[src/rtl/rcv_pkg.sv]
// Shared types and constants for the receiver-channel arbiter.
// Holds the FSM state encoding, the captured error field and the default
// channel count, plus a helper that sizes channel-index buses.
package rcv_pkg;

  localparam int NUM_CH_DEFAULT = 4;

  typedef enum logic {
    ST_IDLE = 1'b0,
    ST_HOLD = 1'b1
  } state_e;

  typedef struct packed {
    logic overrun;
    logic framing;
  } err_t;

  // Width of a channel index; never narrower than one bit.
  function automatic int ch_idx_w(input int n);
    return (n > 1) ? $clog2(n) : 1;
  endfunction

endpackage

[src/rtl/rr_pick.sv]
// Round-robin selector: returns the first asserted request at or above the
// pointer, wrapping from N-1 back to 0.
module rr_pick
  import rcv_pkg::*;
#(
  parameter int N = NUM_CH_DEFAULT,
  localparam int IW = ch_idx_w(N)
) (
  input  logic [N-1:0]  req_i,
  input  logic [IW-1:0] ptr_i,
  output logic [IW-1:0] grant_o,
  output logic          valid_o
);

  int idx;

  // Scan offsets from farthest to nearest so the nearest request wins.
  always_comb begin
    grant_o = '0;
    valid_o = |req_i;
    idx     = 0;
    for (int k = N - 1; k >= 0; k--) begin
      idx = int'(ptr_i) + k;
      if (idx >= N) idx = idx - N;
      if (req_i[idx]) grant_o = IW'(idx);
    end
  end

endmodule

[src/rtl/rcv_arbiter.sv]
// Merges bytes from NUM_CH receivers into one valid/ready stream using
// round-robin selection. One byte is held at a time; the granted receiver
// gets a single-cycle data_read pulse on the grant edge.
// Optional feature: define RCV_ARB_ERR_CNT_EN to build per-channel saturating
// framing-error counters; otherwise err_cnt is tied to zero.
module rcv_arbiter
  import rcv_pkg::*;
#(
  parameter int NUM_CH = NUM_CH_DEFAULT,
  localparam int CH_W = ch_idx_w(NUM_CH)
) (
  input  logic                  clk,
  input  logic                  n_rst,
  input  logic [NUM_CH-1:0]     ch_enable,
  input  logic [NUM_CH-1:0]     ch_data_ready,
  input  logic [NUM_CH*8-1:0]   ch_rx_data,
  input  logic [NUM_CH-1:0]     ch_overrun,
  input  logic [NUM_CH-1:0]     ch_framing,
  output logic [NUM_CH-1:0]     ch_data_read,
  output logic                  out_valid,
  input  logic                  out_ready,
  output logic [7:0]            out_data,
  output logic [CH_W-1:0]       out_ch,
  output logic [1:0]            out_err,
  input  logic                  err_cnt_clr,
  output logic [NUM_CH*8-1:0]   err_cnt
);

  state_e              state_q;
  logic [CH_W-1:0]     rr_ptr_q;
  logic                out_valid_q;
  logic [7:0]          out_data_q;
  logic [CH_W-1:0]     out_ch_q;
  err_t                out_err_q;
  logic [NUM_CH-1:0]   ch_data_read_q;

  logic [NUM_CH-1:0]   cand;
  logic [CH_W-1:0]     pick_idx;
  logic                pick_vld;
  logic [CH_W-1:0]     ptr_d;
  logic                grant_fire;
  logic [7:0]          rx_byte [NUM_CH];

  genvar gi;

  generate
    for (gi = 0; gi < NUM_CH; gi++) begin : g_rx_slice
      assign rx_byte[gi] = ch_rx_data[gi*8 +: 8];
    end
  endgenerate

  assign cand = ch_data_ready & ch_enable;

  rr_pick #(.N(NUM_CH)) u_rr_pick (
    .req_i   (cand),
    .ptr_i   (rr_ptr_q),
    .grant_o (pick_idx),
    .valid_o (pick_vld)
  );

  // Pointer moves just past the granted channel, wrapping at NUM_CH.
  assign ptr_d      = (pick_idx == CH_W'(NUM_CH - 1)) ? '0 : pick_idx + 1'b1;
  assign grant_fire = (state_q == ST_IDLE) && pick_vld;

  // Arbiter FSM: grant from IDLE, hold the captured byte until accepted.
  always_ff @(posedge clk or negedge n_rst) begin
    if (!n_rst) begin
      state_q        <= ST_IDLE;
      rr_ptr_q       <= '0;
      out_valid_q    <= 1'b0;
      out_data_q     <= '0;
      out_ch_q       <= '0;
      out_err_q      <= '0;
      ch_data_read_q <= '0;
    end else begin
      ch_data_read_q <= '0;
      case (state_q)
        ST_IDLE: begin
          if (pick_vld) begin
            out_data_q        <= rx_byte[pick_idx];
            out_ch_q          <= pick_idx;
            out_err_q.overrun <= ch_overrun[pick_idx];
            out_err_q.framing <= ch_framing[pick_idx];
            out_valid_q       <= 1'b1;
            ch_data_read_q    <= NUM_CH'(1) << pick_idx;
            rr_ptr_q          <= ptr_d;
            state_q           <= ST_HOLD;
          end
        end
        ST_HOLD: begin
          if (out_ready) begin
            out_valid_q <= 1'b0;
            state_q     <= ST_IDLE;
          end
        end
        default: state_q <= ST_IDLE;
      endcase
    end
  end

  assign out_valid    = out_valid_q;
  assign out_data     = out_data_q;
  assign out_ch       = out_ch_q;
  assign out_err      = out_err_q;
  assign ch_data_read = ch_data_read_q;

`ifdef RCV_ARB_ERR_CNT_EN
  generate
    for (gi = 0; gi < NUM_CH; gi++) begin : g_err_cnt
      logic [7:0] cnt_q;
      // Count grants that carry a framing error; clear has priority.
      always_ff @(posedge clk or negedge n_rst) begin
        if (!n_rst) begin
          cnt_q <= '0;
        end else if (err_cnt_clr) begin
          cnt_q <= '0;
        end else if (grant_fire && (pick_idx == CH_W'(gi)) &&
                     ch_framing[gi] && (cnt_q != 8'hFF)) begin
          cnt_q <= cnt_q + 8'd1;
        end
      end
      assign err_cnt[gi*8 +: 8] = cnt_q;
    end
  endgenerate
`else
  logic unused_cnt_in;
  assign unused_cnt_in = err_cnt_clr ^ grant_fire;
  assign err_cnt       = '0;
`endif

endmodule

[config.mk]
export PLATFORM = sky130hd
export DESIGN_NAME = rcv_arbiter
export DESIGN_NICKNAME = d
export VERILOG_FILES = /design/src/rtl/rcv_pkg.sv /design/src/rtl/rr_pick.sv /design/src/rtl/rcv_arbiter.sv
export SDC_FILE = /design/constraint.sdc
export NUM_CORES = 1
export LEC_CHECK = 0
export BUFFER_PORTS_ARGS = -buffer_cell sky130_fd_sc_hd__buf_2
export CAP_MARGIN = 20
export CORE_ASPECT_RATIO = 0.7
export CORE_UTILIZATION = 35
export DETAILED_ROUTE_END_ITERATION = 8
export HOLD_SLACK_MARGIN = 0.1
export PLACE_DENSITY = 0.72
export RECOVER_POWER = 100
export SETUP_SLACK_MARGIN = 0.15
export SLEW_MARGIN = 25
export SYNTH_ARGS = -nofsm -noshare
export SYNTH_HDL_FRONTEND = slang
export SYNTH_SLANG_ARGS = --single-unit
[constraint.sdc]
create_clock -name clk -period 4.74 [get_ports clk]
set_input_delay 0.711 -clock clk [delete_from_list [all_inputs] [get_ports clk]]
set_output_delay 0.711 -clock clk [all_outputs]
set_load 0.01 [all_outputs]
# [Yosys cells after proc, flatten, opt, wreduce, memory -nomap -nowiden]
# Cells that the tools add are included.
[word_totals] reg_bits=20 out_inout_bits=49 word_cells=72
[classes] n_addsub=8 magnitude_cmp=10 eq_ne=3 shifts=1 n_mux=36 bitwise_logic=3 reduce_logical=3
[op_table] cell="< comparator 32 x 4 -> 1 bit, second input constant" count=4
[op_table] cell="2-to-1 mux 32 bit" count=4
[op_table] cell=">= comparator 32 x 4 -> 1 bit, second input constant" count=3
[op_table] cell="subtractor 32 x 4 -> 32 bit, second input constant" count=3
[op_table] cell="binary-select mux 8 bit (select 2 bit)" count=1
[op_table] cell="2-to-1 mux 8 bit" count=2
[op_table] cell="2-to-1 mux 1 bit" count=14
[op_table] cell="binary-select mux 1 bit (select 2 bit)" count=6
[op_table] cell="2-to-1 mux 2 bit" count=5
[op_table] cell="2-to-1 mux 4 bit" count=2
[op_table] cell="adder 2 x 2 -> 3 bit, second input constant" count=2
[op_table] cell="bitwise AND 4 bit" count=1
[op_table] cell="!= test 2 bit, second input constant" count=2
[op_table] cell="one-hot mux 1 bit (2 select lines)" count=2
[op_table] cell="AND reduction 2 bit" count=2
[op_table] cell="OR reduction 4 bit" count=1
[op_table] cell="left shift 1 x 2 -> 4 bit, first input constant" count=1
[op_table] cell="subtractor 2 x 3 -> 4 bit, second input constant" count=1
[op_table] cell="adder 2 x 1 -> 3 bit, second input constant" count=1
[op_table] cell=">= comparator 2 x 3 -> 1 bit, second input constant" count=1
[op_table] cell=">= comparator 3 bit, second input constant" count=1
[op_table] cell="< comparator 2 x 3 -> 1 bit, second input constant" count=1
[op_table] cell="inverter 2 -> 3 bit" count=1
[op_table] cell="adder 2 x 1 -> 2 bit, second input constant" count=1
[op_table] cell="2 further kinds" count=2

# [Longest topological paths before layout]
# Gate-level depths: netlist of the first run.
[logic_depth] ltp_word=14 ltp_mapped=9 ltp_nobuf=7

# [Modules after synthesis]
# A second synthesis of the first run with hierarchy kept.
[hier_totals] hier_cells=115 hier_area_um2=1408.9
[by_module_without_submodules] mod="rcv_arbiter" instances=1 cells_per_inst=102 area_each_um2=1331.3
[by_module_without_submodules] mod="rr_pick" instances=1 cells_per_inst=13 area_each_um2=77.6

# [Worst setup path before layout of the first run]
# No wires, ideal clock.
[synth_timing] path_kind="input-to-reg" from="in ch_data_ready[1]" to="reg rr_ptr_q[1]" setup_ns=0.125 arrival_ns=2.050 t_required_ns=4.615 setup_slack_ns=2.565 stages=8 n_path_buf=2 cell_sequence="nand2_1 -> and4b_1 -> or3_1 -> buf_6 -> inv_2 -> buf_4 -> ha_1 -> mux2_2"
[synth_between] elab_chain_cells=10
[synth_lines] element="start: declaration" line="rcv_arbiter.sv:15" source="input logic [NUM_CH-1:0] ch_data_ready,"
[synth_lines] element="bitwise AND 4 bit *" line="rcv_arbiter.sv:52" source="assign cand = ch_data_ready & ch_enable;"
[synth_lines] element="binary-select mux 1 bit (select 2 bit)" line="rr_pick.sv:25" source="if (req_i[idx]) grant_o = IW'(idx);"
[synth_lines] element="2-to-1 mux 1 bit (implied by the code) (2 in a row)" line="rr_pick.sv:25"
[synth_lines] element="2-to-1 mux 2 bit (3 in a row)" line="rr_pick.sv:25"
[synth_lines] element="2-to-1 mux 2 bit *" line="rr_pick.sv:25"
[synth_lines] element="adder 2 x 1 -> 2 bit / == test 2 bit (equally long branches)" line="rcv_arbiter.sv:62" source="assign ptr_d = (pick_idx == CH_W'(NUM_CH - 1)) ? '0 : pick_idx + 1'b1;"
[synth_lines] element="2-to-1 mux 2 bit *" line="rcv_arbiter.sv:62"
[synth_lines] element="named net ptr_d[1]" line="rcv_arbiter.sv:40" source="logic [CH_W-1:0] ptr_d;"
[synth_lines] element="end signal: assignment" line="rcv_arbiter.sv:86" source="rr_ptr_q <= ptr_d;"
[synth_lines] element="end: declaration" line="rcv_arbiter.sv:30" source="logic [CH_W-1:0] rr_ptr_q;"
# The timed path passes the listed nets; every way through them passes the cells marked *. The select of a mux whose other input is x is not followed.
# A chain may end at the register's enable or synchronous reset.

# [Worst setup path after layout of the first run]
[layout_timing] from="in ch_data_ready[3]" to="reg out_data_q[4], in the netlist out_data[4]"
[layout_between] elab_chain_cells=12
[layout_lines] element="bitwise AND 4 bit *" line="rcv_arbiter.sv:52"
[layout_lines] element="binary-select mux 1 bit (select 2 bit)" line="rr_pick.sv:25"
[layout_lines] element="2-to-1 mux 1 bit (implied by the code) (2 in a row)" line="rr_pick.sv:25"
[layout_lines] element="2-to-1 mux 2 bit (4 in a row)" line="rr_pick.sv:25"
[layout_lines] element="inverter 2 -> 3 bit (implied by the code)" line="rcv_arbiter.sv:80" source="out_data_q <= rx_byte[pick_idx];"
[layout_lines] element="binary-select mux 8 bit (select 2 bit)" line="rcv_arbiter.sv:80"
[layout_lines] element="2-to-1 mux 8 bit (implied by the code) (2 in a row)" line="rcv_arbiter.sv:80"
[layout_lines] element="end signal: assignment" line="rcv_arbiter.sv:80"
[layout_lines] element="end: declaration" line="rcv_arbiter.sv:32" source="logic [7:0] out_data_q;"
# Every way passes the cells marked *; elsewhere a longest branch is shown, timed or not. The select of a mux whose other input is x is not followed.

==> impl_metrics.tcl, run 1 <==
set metrics [dict create \
    path_class "primary input to register" \
    arrival_ns 2.80 \
    finalHoldViolCount 0 \
    startpoint_type "primary input" \
    period_minus_slack_ns 2.702 \
    io_pins 101 \
    power.switching_uw 245.5 \
    run_status "completed" \
    final_cells 262 \
    async_reset_ff_frac 1.000 \
    place.port_buffers 67 \
    cts_root_buf "clkbuf_8" \
    cp.required_ns 4.84 \
    ys_top_cells_by_area "dfrtp_1, buf_4, nand3_1" \
    timing.slew.headroom 0.1231 \
    clkSinkCount 20 \
    ys_warn_count 0 \
    rsz0062_at_grt "false" \
    synth_cell_types 31 \
    post_cts_resized 0 \
    initial_core_util 0.3765 \
    p_leak_uw 0.0008403 \
    fmax_mhz 370.1 \
    end_kind "register" \
    core_mm2 0.003626 \
    vias 1204 \
    finalCritPeriodShare 0.5701 \
    maxSlewViolCount 0 \
    p_per_area_mw_per_mm2 418.7 \
    antenna_found_initial 0 \
    syn_inst 149 \
    routed_wl_um 3148 \
    crit_chain "buf_2 -> a22oi_1 -> nand3_1 -> nand2b_1 -> o21bai_1 -> o2111ai_1" \
    nets 266 \
    die-area_mm2 0.004158 \
    grt_util_all_layers 0.1510 \
    worst_slew_pin_slew_ns 1.315 \
    grt_pass1_vias 962 \
    crit_buf_inv 1 \
    route.detailed.drc 0 \
    finalSetupTns_ns 0 \
    seqPwrFrac 0.390 \
    fp-row-count 18 \
    yosysSeqAreaShare 0.3666 \
    stdcell_area_mm2 0.001630 \
    place_congestion 0.8095 \
    multi_input_area_um2 665.6 \
    postCtsSetupBuffers 0 \
    post-place-ws_ns 1.852 \
    via_per_inst 4.595 \
    yosysTopAreaCell "dfrtp_1" \
    syn_area_per_cell_um2 9.161 \
    synth_most_common_cell "buf_4" \
    wire_per_inst_um 12.02 \
    h-tree-depth 1 \
    path_clk_slew_ns 0.08 \
    cts_hold_buf 0 \
    ctsLongestPathBuffers 2 \
    reg2reg_setup_slack_ns 2.23 \
    cpMaxStageDelayCell "nand2b_1" \
    clock_latency_ns 0.26 \
    cts_tree "yes" \
    overflow 0 \
    num_antenna_cells 0 \
    max-cap-violations 0 \
    placed_cells 258 \
    die_x_um 76.65 \
    internal_power_uw 437.2 \
    path_delay_family "compound AO/OA/AOI/OAI gates" \
    finClkSkew_ns 0.007401 \
    place_area_mm2 0.001592 \
    grt_max_degree 24 \
    dpl.hpwl_um 2377 \
    syn_to_final_growth_pct 19.43 \
    max_stage_delay_ns 0.59 \
    regArea_um2 500.5 \
    syn_area_mm2 0.001365 \
    critPathMaxFanout 18 \
    synth_commonest_cells "buf_4, nand3_1, dfrtp_1, nand2_1" \
    die_height_um 54.25 \
    worst_ir_drop_vdd_uv 202.2 \
    cts_buffers 3 \
    fillers 369 \
    hold_path.class "register to register" \
    drive_above_1_share 0.2689 \
    drt-initial-drc-count 85 \
    synth_edf_count 0 \
    yosysTopAreaCellShare 0.3666 \
    ant_nets 0 \
    dr.pass1.iters 4 \
    finalSetupViolCount 0 \
    pwr-share-clk 0.248 \
    grt_pass1_wl_um 4788 \
    pwr-share-comb 0.361 \
    synthFlopType "dfrtp_1" \
    postLayoutSetupSlackWorst_ns 2.038 \
    p_sw_frac 0.3596 \
    ys_ff_latch 20 \
    utilization 0.4496 \
]
sequential cells by signal, indices dropped and copies added, names as in the netlist:
signal,cells
out_data,8
ch_data_read,4
out_ch,2
out_err,2
rr_ptr_q,2
out_valid,1
state_q,1
routing by layer:
layer | track usage | vias up | routed length (um)
met1 | 0.2045 | 574 | 1456
met3 | 0.04500 | 2 | 203
met5 | 0 | - | 0
li1 | - | 586 | -
met2 | 0.2523 | 42 | 1483
met4 | 0.009615 | 0 | 4
through the flow:
| stage | hold slack, ns | total power, uW |
|---|---|---|
| after floorplan | 0.4154 | 453.2 |
| after global placement | 0.4609 | 523.0 |
| after detailed placement | 0.4666 | 530.1 |
| after CTS | 0.4025 | 701.1 |
| after global routing | 0.4980 | 739.6 |
| final | 0.4852 | 682.7 |
kinds of logic after synthesis:
| kind of cell | Yosys count | synth area share |
|---|---|---|
| AO/OA/AOI/OAI | 22 | 0.1292 |
| other | 1 | 0.002747 |
| adder cells (fa/ha/maj) | 1 | 0.009164 |
| multiplexers | 11 | 0.08158 |
| buffers and inverters | 43 | 0.2310 |
| AND/OR/NAND/NOR | 51 | 0.1797 |
| flip-flops | 20 | 0.3666 |
cell usage in the layout, fill, tap and decap left out, types with 2 or more instances in the layout:
cell type,instances
dfrtp_1,20
o31ai_1,2
nand2_1,15
and2_1,2
o2111ai_1,10
clkbuf_1,20
clkbuf_8,3
mux2i_1,10
o21ai_0,2
a21oi_1,2
nand3_1,22
nor2_1,6
buf_2,48
conb_1,32
nand2b_1,2
power by group through the flow:
stage          clock, uW  sequential, uW  combinational (uW)
2_1_floorplan          0             286                 167
3_3_place_gp           0             266                 257
3_5_place_dp           0             266                 264
4_1_cts              173             264                 263
5_1_grt              181             276                 282
6_report             170             267                 247
path summary, 6_finish.rpt:
path,startpoint,endpoint,depth (start not counted)
max,ch_data_ready[3],out_data[4],6
min,out_ch[1],out_ch[1],1
max reg2reg,rr_ptr_q[1],out_data[4],6
min reg2reg,out_ch[1],out_ch[1],1
max in group asynchronous,n_rst,state_q,1
min in group asynchronous,n_rst,ch_data_read[0],1
cell type report:
type,count,area share
Timing Repair Buffer,69,0.1980
Clock buffer,3,0.02533
Sequential cell,20,0.3070
Clock inverter,1,0.01842
Multi-Input combinational cell,117,0.4083
Inverter,2,0.004605
Tap cell,50,0.03837
(Power assumes the default switching activity.)
==> inputs of run 2 (changes only) <==
--- a/config.mk
+++ b/config.mk
@@ -5,13 +5,14 @@
 export SDC_FILE = /design/constraint.sdc
 export NUM_CORES = 1
 export LEC_CHECK = 0
+export ABC_AREA = 1
 export BUFFER_PORTS_ARGS = -buffer_cell sky130_fd_sc_hd__buf_2
 export CAP_MARGIN = 20
 export CORE_ASPECT_RATIO = 0.7
 export CORE_UTILIZATION = 35
 export DETAILED_ROUTE_END_ITERATION = 8
 export HOLD_SLACK_MARGIN = 0.1
-export PLACE_DENSITY = 0.72
+export PLACE_DENSITY = 0.68
 export RECOVER_POWER = 100
 export SETUP_SLACK_MARGIN = 0.15
 export SLEW_MARGIN = 25
==> constraint.sdc (replaced) <==
create_clock -name clk -period 2.7 [get_ports clk]
set_input_delay 0.405 -clock clk [delete_from_list [all_inputs] [get_ports clk]]
set_output_delay 0.405 -clock clk [all_outputs]
set_load 0.01 [all_outputs]
==> run 2 against run 1 <==
  * Sequential share of layout area fell by 5.3 points
  * Utilization down 1.2 points
  * Critical endpoint is now out_data[0]
  * Largest power group is now combinational logic
  * Via count grew 36%
  * Design area up 21%
  * Synthesized cell count increased by 81%
  * Synthesized area is 25% higher
==> impl_metrics.tcl, run 2 <==
set metrics [dict create \
    report.power.total_uw 2287 \
    grt_pass1_wl_um 6092 \
    period_minus_slack_ns 2.119 \
    grt_util_all_layers 0.1519 \
    synthFlopType "dfrtp_1" \
    drive_above_1_share 0.1982 \
    reg2reg_from "rr_ptr_q[0]" \
    seqPwrFrac 0.234 \
    finClkSkew_ns 0.006010 \
    ant_nets 0 \
    finalCritPeriodShare 0.7849 \
    final_cell_mix "nand2_1, buf_2, nand3_1, inv_1, conb_1" \
    nets 387 \
    dpl.hpwl_um 3047 \
    routed_wl_um 3981 \
    core_mm2 0.004504 \
    die_height_um 60.53 \
    via_per_inst 4.214 \
    startpoint_type "register" \
    syn_to_final_growth_pct 14.97 \
    route.detailed.drc 0 \
    worst_ir_drop_vdd_uv 445.9 \
    reg2reg_setup_slack_ns 0.58 \
    postCtsSetupBuffers 0 \
    vias 1635 \
    arrival_ns 2.31 \
    maxSlewViolCount 0 \
    syn_area_per_cell_um2 6.344 \
    max-cap-violations 0 \
    path_class "register to register" \
    place_area_mm2 0.001938 \
    wire_per_inst_um 10.26 \
    synth_cell_types 22 \
    num_antenna_cells 0 \
    synth_edf_count 0 \
    clkSinkCount 20 \
    antenna_found_initial 0 \
    ys_warn_count 0 \
    synth_commonest_cells "nand2_1, inv_1, nand3_1, buf_4, dfrtp_1" \
    rsz0062_at_grt "false" \
    rr_worst_depth 10 \
    grt_max_degree 23 \
    run_status "completed" \
    yosysSeqAreaShare 0.2922 \
    cp.required_ns 2.89 \
    mostFrequentLayoutCell "nand2_1" \
    critPathMaxFanout 14 \
    pwr-share-comb 0.669 \
    internal_power_uw 1067 \
    end_kind "register" \
    worst_slew_pin_slew_ns 1.071 \
    ctsLongestPathBuffers 2 \
    finalHoldViolCount 0 \
    p_leak_uw 0.001259 \
    initial_core_util 0.3803 \
    yosysTopAreaCell "dfrtp_1" \
    finalSetupViolCount 0 \
    syn_area_mm2 0.001713 \
    path_clk_slew_ns 0.07 \
    dr.pass1.iters 4 \
    synth_most_common_cell "nand2_1" \
    cts_root_buf "clkbuf_8" \
    die-area_mm2 0.005182 \
    die_x_um 85.62 \
    drt-initial-drc-count 126 \
    crit_path_start "rr_ptr_q[0]" \
    ys_top_cells_by_area "dfrtp_1, nand2_1, buf_4" \
    hold_path.class "primary input to register" \
    syn_inst 270 \
    yosysTopAreaCellShare 0.2922 \
    ys_ff_latch 20 \
    critPathCapture "out_data[0]" \
    clock_latency_ns 0.26 \
    io_pins 101 \
    cts_buffers 3 \
    power.switching_uw 1219 \
    p_per_area_mw_per_mm2 1161 \
    p_sw_frac 0.5332 \
    largest_reg_flops 8 \
    place.port_buffers 67 \
    post_cts_resized 0 \
    h-tree-depth 1 \
    place_congestion 0.8061 \
    async_reset_ff_frac 1.000 \
    overflow 0 \
    fmax_mhz 471.9 \
    cts_tree "yes" \
    finalSetupTns_ns 0 \
    fp-row-count 20 \
    whs_ns 0.3410 \
    stdcell_area_mm2 0.001969 \
    pwr-share-clk 0.097 \
    r2r-end "out_data[0]" \
    timing.slew.headroom 0.2861 \
    grt_pass1_vias 1331 \
]
[run 2: cell types whose count changed in the layout (fill, tap and decap cells not counted), sizes merged, moves of 2 or more]
cell / delta
nand2b: -2
buf: +2
inv: +46
mux2i: -10
o2111ai: -10
nand3: +24
nand2: +80
and2: -2
o21ai: +3
o31ai: -2
[run 2: how the worst min path moves through the flow]
stage	to	cells past startpoint	slack [ns]	start
after floorplan	ch_data_read[0]	0	0.11	n_rst
after global placement	out_ch[0]	1	0.37	n_rst
after detailed placement	out_ch[0]	1	0.37	n_rst
after CTS	out_valid	2	0.34	out_ready
after global routing	out_valid	2	0.34	out_ready
final	out_valid	2	0.34	out_ready
[run 2: metal layers]
metal	track usage	routed length (um)	share of wire	up-vias
met4	0.02143	18	0.0045	0
li1	-	-	-	876
met3	0.03946	248	0.062	2
met5	0	0	0	-
met2	0.2320	1667	0.42	64
met1	0.2223	2047	0.51	693
[run 2: per-stage QoR]
step             util  setup slack [ns]  instances
2_1_floorplan       -             1.034        301
3_3_place_gp   0.4303            0.6261        383
3_5_place_dp   0.4303            0.5698        383
4_1_cts        0.4447            0.5680        388
5_1_grt        0.4372            0.3924        388
6_report       0.4372            0.5809        388
[run 2: power groups by stage]
stage / sequential, uW / combinational [uW] / clock (uW)
after floorplan: 566 / 1260 / 0
after global placement: 537 / 1550 / 0
after detailed placement: 536 / 1580 / 0
after CTS: 530 / 1590 / 227
after global routing: 551 / 1740 / 241
final: 535 / 1530 / 223
[run 2: layout make-up]
type	instances	area, um^2
sequential	20	500.5
clock buffer	4	55.05
timing repair buffer	71	341.6
inverter	48	182.7
fill	501	2535
tap	55	68.82
multi-input combinational	190	820.8
[run 2: cells by family after synthesis]
kind of cell / Yosys count / share of synthesized area
simple gates: 148 / 0.3776
buf+inv: 91 / 0.2922
flops: 20 / 0.2922
compound gates: 9 / 0.02849
fa+ha+maj: 1 / 0.007303
other cells: 1 / 0.002189
[run 2: timing repair]
item | CTS | global route
hold buffers | 1 | 0
endpoints found under the setup margin | 0 | 0
endpoints found under the hold margin | 11 | 0
[run 2: critical path, cell delays in order (launching register included)]
cell and delay, ns:
dfrtp_1 0.55, nand2_1 0.17, nand3_2 0.10, nand2_1 0.07, o21ai_1 0.16, nand2_2 0.22
inv_1 0.36, nand3_1 0.20, nand2_1 0.11, nand2_1 0.05, nand2_1 0.07
